$ cat src/rtl/spi_pkg.sv
// rtl/spi_pkg.sv - shared SPI opcodes, frame widths and initiator state encoding
package spi_pkg;

  localparam logic [1:0] OP_WR_ADDR = 2'b00;
  localparam logic [1:0] OP_WR_DATA = 2'b01;
  localparam logic [1:0] OP_RD_ADDR = 2'b10;
  localparam logic [1:0] OP_RD_DATA = 2'b11;

  localparam int FRAME_W = 10;
  localparam int DATA_W  = 8;
  localparam int CNT_W   = 4;

  typedef enum logic [2:0] {
    ST_IDLE  = 3'd0,
    ST_START = 3'd1,
    ST_CMD   = 3'd2,
    ST_SHIFT = 3'd3,
    ST_WAIT  = 3'd4,
    ST_RECV  = 3'd5,
    ST_GAP   = 3'd6
  } state_t;

endpackage

$ cat src/rtl/spi_master.sv
// rtl/spi_master.sv - SPI initiator framing RAM commands onto SS_n/MOSI and collecting MISO read data
module spi_master
  import spi_pkg::*;
#(
  parameter int RD_LAT = 2,
  parameter int GAP    = 1
) (
  input  logic              clk,
  input  logic              rst_n,
  input  logic              cmd_valid,
  output logic              cmd_ready,
  input  logic [1:0]        cmd_op,
  input  logic [DATA_W-1:0] cmd_data,
  output logic              SS_n,
  output logic              MOSI,
  input  logic              MISO,
  output logic              rsp_valid,
  output logic [DATA_W-1:0] rsp_data,
  output logic              busy
);

  // Last count value of each timed state; one shared counter restarts at every state change.
  localparam logic [CNT_W-1:0] SHIFT_LAST = CNT_W'(FRAME_W - 1);
  localparam logic [CNT_W-1:0] RECV_LAST  = CNT_W'(DATA_W - 1);
  localparam logic [CNT_W-1:0] WAIT_LAST  = (RD_LAT > 0) ? CNT_W'(RD_LAT - 1) : '0;
  localparam logic [CNT_W-1:0] GAP_LAST   = CNT_W'(GAP - 1);

  state_t              state;
  state_t              next_state;
  logic [CNT_W-1:0]    cnt;
  logic [FRAME_W-1:0]  tx_shift;
  logic [1:0]          op;
  logic [DATA_W-1:0]   rx_shift;
  logic [DATA_W-1:0]   rx_next;
  logic                accept;

  assign accept = cmd_valid && cmd_ready;

  // State register; reset forces IDLE so SS_n rises without waiting for a clock.
  always_ff @(posedge clk or negedge rst_n) begin
    if (!rst_n) begin
      state <= ST_IDLE;
    end else begin
      state <= next_state;
    end
  end

  // Next-state and pin outputs, all decoded from the current state.
  always_comb begin
    next_state = state;
    SS_n       = 1'b0;
    MOSI       = 1'b0;
    busy       = 1'b1;
    cmd_ready  = 1'b0;
    case (state)
      ST_IDLE: begin
        SS_n      = 1'b1;
        busy      = 1'b0;
        cmd_ready = 1'b1;
        if (cmd_valid) begin
          next_state = ST_START;
        end
      end
      ST_START: begin
        next_state = ST_CMD;
      end
      ST_CMD: begin
        MOSI       = op[1];
        next_state = ST_SHIFT;
      end
      ST_SHIFT: begin
        MOSI = tx_shift[FRAME_W-1];
        if (cnt == SHIFT_LAST) begin
          if (op == OP_RD_DATA) begin
            next_state = (RD_LAT > 0) ? ST_WAIT : ST_RECV;
          end else begin
            next_state = ST_GAP;
          end
        end
      end
      ST_WAIT: begin
        if (cnt == WAIT_LAST) begin
          next_state = ST_RECV;
        end
      end
      ST_RECV: begin
        if (cnt == RECV_LAST) begin
          next_state = ST_GAP;
        end
      end
      ST_GAP: begin
        SS_n = 1'b1;
        if (cnt == GAP_LAST) begin
          next_state = ST_IDLE;
        end
      end
      default: begin
        next_state = ST_IDLE;
      end
    endcase
  end

  // Current RECV sample merged into the partial byte at its LSB-first position.
  always_comb begin
    rx_next              = rx_shift;
    rx_next[cnt[2:0]]    = MISO;
  end

  // Datapath: command latch, TX shifter, RX assembly, response pulse and state counter.
  always_ff @(posedge clk or negedge rst_n) begin
    if (!rst_n) begin
      cnt       <= '0;
      tx_shift  <= '0;
      op        <= '0;
      rx_shift  <= '0;
      rsp_data  <= '0;
      rsp_valid <= 1'b0;
    end else begin
      rsp_valid <= 1'b0;
      if ((next_state != state) || (state == ST_IDLE)) begin
        cnt <= '0;
      end else begin
        cnt <= cnt + 1'b1;
      end
      if (accept) begin
        tx_shift <= {cmd_op, cmd_data};
        op       <= cmd_op;
      end else if (state == ST_SHIFT) begin
        tx_shift <= {tx_shift[FRAME_W-2:0], 1'b0};
      end
      if (state == ST_RECV) begin
        rx_shift <= rx_next;
        if (cnt == RECV_LAST) begin
          rsp_data  <= rx_next;
          rsp_valid <= 1'b1;
        end
      end
    end
  end

endmodule

$ cat config.mk
export PLATFORM = sky130hd
export DESIGN_NAME = spi_master
export DESIGN_NICKNAME = d
export VERILOG_FILES = /design/src/rtl/spi_pkg.sv /design/src/rtl/spi_master.sv
export SDC_FILE = /design/constraint.sdc
export NUM_CORES = 1
export LEC_CHECK = 0
export ABC_AREA = 1
export CAP_MARGIN = 40
export CORE_MARGIN = 4
export CORE_UTILIZATION = 40
export CTS_CLUSTER_DIAMETER = 30
export DETAILED_ROUTE_END_ITERATION = 12
export GPL_TIMING_DRIVEN = 0
export MAX_ROUTING_LAYER = met4
export PLACE_DENSITY = 0.66
export SLEW_MARGIN = 20
export SYNTH_ARGS = -nofsm -noshare
export SYNTH_HDL_FRONTEND = slang
export SYNTH_SLANG_ARGS = --single-unit
$ cat constraint.sdc
create_clock -name clk -period 1.5 [get_ports clk]
set_clock_uncertainty 0.1 [all_clocks]
set_input_delay 0.3 -clock clk [delete_from_list [all_inputs] [get_ports clk]]
set_output_delay 0.3 -clock clk [all_outputs]
set_load 0.05 [all_outputs]
==> summary.md <==
| Metric | Value |
|---|---|
| Via Count | `between 1500 and 2000` |
| Syn_nets | `between 200 and 250` |
| Worst-Margin Slew | `~360 ps` |
| Final worst slack | `-273.7 ps` |
| Startpoint types | `flip-flop` |
| Top-area cell type share of the netlist area | `51.47%` |
| Async SR Flop Fraction | `100.0%` |
| Worst hold path class | `in -> async` |
| Internal power | `approximately 2600 µW` |
| Max Clk Rate | `563.8 MHz` |
| Core Region | `between 4000 and 5000 µm²` |
| Most common cell in the netlist | `nand2_1` |
| Critical Path Source | `state[1]` |
| Status | `finished with violations` |
| DR DRC count | `0` |
| Critical Path Sink | `MOSI` |
| Sequential share of the synthesized area | `51.47%` |
| Via density | `~5.0` |
| Syn Std Cell Area | `1750 µm²` |
| R2r setup slk | `-120 ps` |
| First-pass GRT wire length | `6962 µm` |
| Fillcell total | `308` |
| Initial antenna violation count | `0` |
| Initial core utilization | `42.54%` |
| Sequential share of power | `30.4%` |
| H-tree Lvls | `2` |
| Post-synth EDFFs | `0` |
| Avg Synthesized Cell Area | `around 8.5 µm²` |
| CP endpoint kind | `output port` |
| Area Growth Syn to Fin | `59.33%` |
| Overall Global Routing Usage | `between 15 and 20%` |
| Post-Synthesis Cells | `207` |
| Slew Limit Fails | `0` |
| Clock-pin slew on the worst setup and hold paths | `roughly 70 ps` |
| Total gr overflow | `0` |
| Post-synth top flop | `dfrtp_1` |
| Yosys cell types | `27` |
| R2R Path End | `cnt[2]` |
| Die height | `74.15 µm` |
| Worst-path fanout max | `5` |
| VDD IR max | `about 0.82 mV` |
| RSZ-0062 raised after global routing | `yes` |
| Crit path time final | `between 1500 and 2000 ps` |
| Register area | `between 900 and 1000 µm²` |
| Critical path class | `reg -> out` |
| Final HPWL DP | `between 2000 and 3000 µm` |
| Overall power | `4500 µW` |
| Fin nets | `290` |
| # rows | `23` |
| Clk_lat worst skew | `around 290 ps` |
| Wire per inst | `13.83 µm` |
| Port bufs | `26` |
| Comb power frac | `a little over half` |
| Final Wtd Congestion | `0.8647` |
| Iteration count of the initial detailed-routing pass | `4` |
| Detail Route Antenna Nets | `0` |
| Setup Viol. Count Final | `24` |
| Detailed Route WL | `around 4500 µm` |
| Worst slew margin | `around three quarters` |
| Setup WS pre-CTS | `-830.8 ps` |
| Share of cells above drive strength 1 | `between 40% and 50%` |
| Max-cap violations | `0` |
| Cts bufs inserted | `5` |
| Largest area contributor in the netlist | `dfrtp_1` |
| CTS tree | `yes` |
| Die ar. | `around 5500 µm²` |
| Total leakage power | `about 0.0013 µW` |
| ANT cells | `0` |
| Pwr/cell area | `1614 nW/µm²` |
| Die X | `74.15 µm` |
| R2R depth | `9` |
| Synth warnings | `0` |
| Final hold violations | `0` |
| Tcrit/Tclk final | `118.2%` |
| Clock share of power | `between 10% and 20%` |
| Fin Setup TNS | `-1953 ps` |
| Max Root-Sink Buffers | `2` |
| Critical path arrival | `1370 ps` |
| Top cells by count, synth | `nand2_1, dfrtp_1, inv_1` |
| DRT iter0 DRCs | `~120` |
| Root buffer cell | `clkbuf_8` |
| Net Sw Power | `roughly 1900 µW` |
| Required time worst endpoint | `1100 ps` |
| Largest net degree at the start of global routing | `30` |
| Worst r2r src | `state[1]` |
| Synth area leaders | `dfrtp_1, nand2_1, o21ai_0, inv_1, nand3_1` |
| Multi-input combinational cell area | `993.5 µm²` |
| Final core utilization | `about two thirds` |
| Net switching fraction of the power | `between 40% and 50%` |
| #FFs+latches synth | `36` |
| Io pins | `27` |
| Clk sinks | `36` |
| Vias in the first global route | `1587` |
| Failing checks | `setup timing` |
==> state kept, by name (all words and copies together), names as in the netlist <==
signal	flops
cnt	4
rx_shift	8
state	3
op	2
rsp_data	8
rsp_valid	1
tx_shift	10
==> stage by stage <==
stage	cells	area, µm²	hold WS, ps
after floorplan	207	1785	-95.59
after global placement	283	2108	361.8
after detailed placement	284	2123	63.99
after CTS	312	2505	284.7
after global routing	324	2789	321.9
final	324	2789	295.4
==> repair_timing <==
action | 4_1_cts | 5_1_grt
hold endpoints to repair | 7 | 0
endpoints found under the setup margin | 30 | 37
hold buffers | 1 | 0
cloned | 1 | 4
setup buffers | 20 | 9
gates resized for setup | 89 | 62
pin swaps | 15 | 23
==> cell usage in the layout (no fill, tap or decap), types with 10 or more instances in the layout <==
master           netlist  routed
nand2_1               64      41
dfrtp_1               36      31
nand2_2                4      21
buf_4                  0      20
buf_6                  2      12
inv_1                 20      12
clkdlybuf4s50_1        0      12
nand3_1               11      10
o21ai_1                5      10
==> how the worst min path moves through the flow <==
stage	endpoint	depth (start not counted)	slack (ps)
2_1_floorplan	cnt[0]	0	-100
6_report	rsp_data[1]	2	300
3_3_place_gp	rx_shift[7]	2	360
3_5_place_dp	rsp_data[0]	1	60
4_1_cts	rsp_data[1]	2	280
5_1_grt	rsp_data[1]	2	320
==> cell type report <==
type,count,share of cell area (%)
plain buffers,4,1.750
inverters,24,3.858
repair buffers,56,20.37
clock buffers,6,2.961
repair inverters,1,0.3140
multi-input cells,145,35.62
flip-flops and latches,36,32.53
well taps,50,2.243
clock inverters,2,0.3589
==> logic make-up after synthesis <==
kind of cell | after synthesis | synth area share, %
adders and majority gates | 3 | 2.145
buffers and inverters | 28 | 7.076
and+or+nand+nor | 103 | 26.73
AOI/OAI and AO/OA | 35 | 11.58
xor gates and xnor gates | 2 | 1.001
DFF | 36 | 51.47
==> layer usage <==
layer / GRT usage (%) / share of wire [%]
met2: 27.46 / 50
met4: 8.853 / 2.1
met5: - / 0
met3: 4.054 / 5.0
met1: 20.17 / 43
==> critical path, cell delays in order (launching register included) <==
cell and delay (ps):
dfrtp_2 460, nand2_4 80, nor2_4 110, inv_2 50, buf_6 110, o32ai_4 80
buf_6 190
==> power by group through the flow <==
stage,Clock (µW),Sequential [µW],Combinational (µW)
floorplan,0,1320,1150
global placement,0,1340,1460
detailed placement,0,1350,1480
CTS,732,1340,2100
global route,773,1380,2650
finish,719,1370,2410
Note: power is estimated with default switching activity, not from simulation.
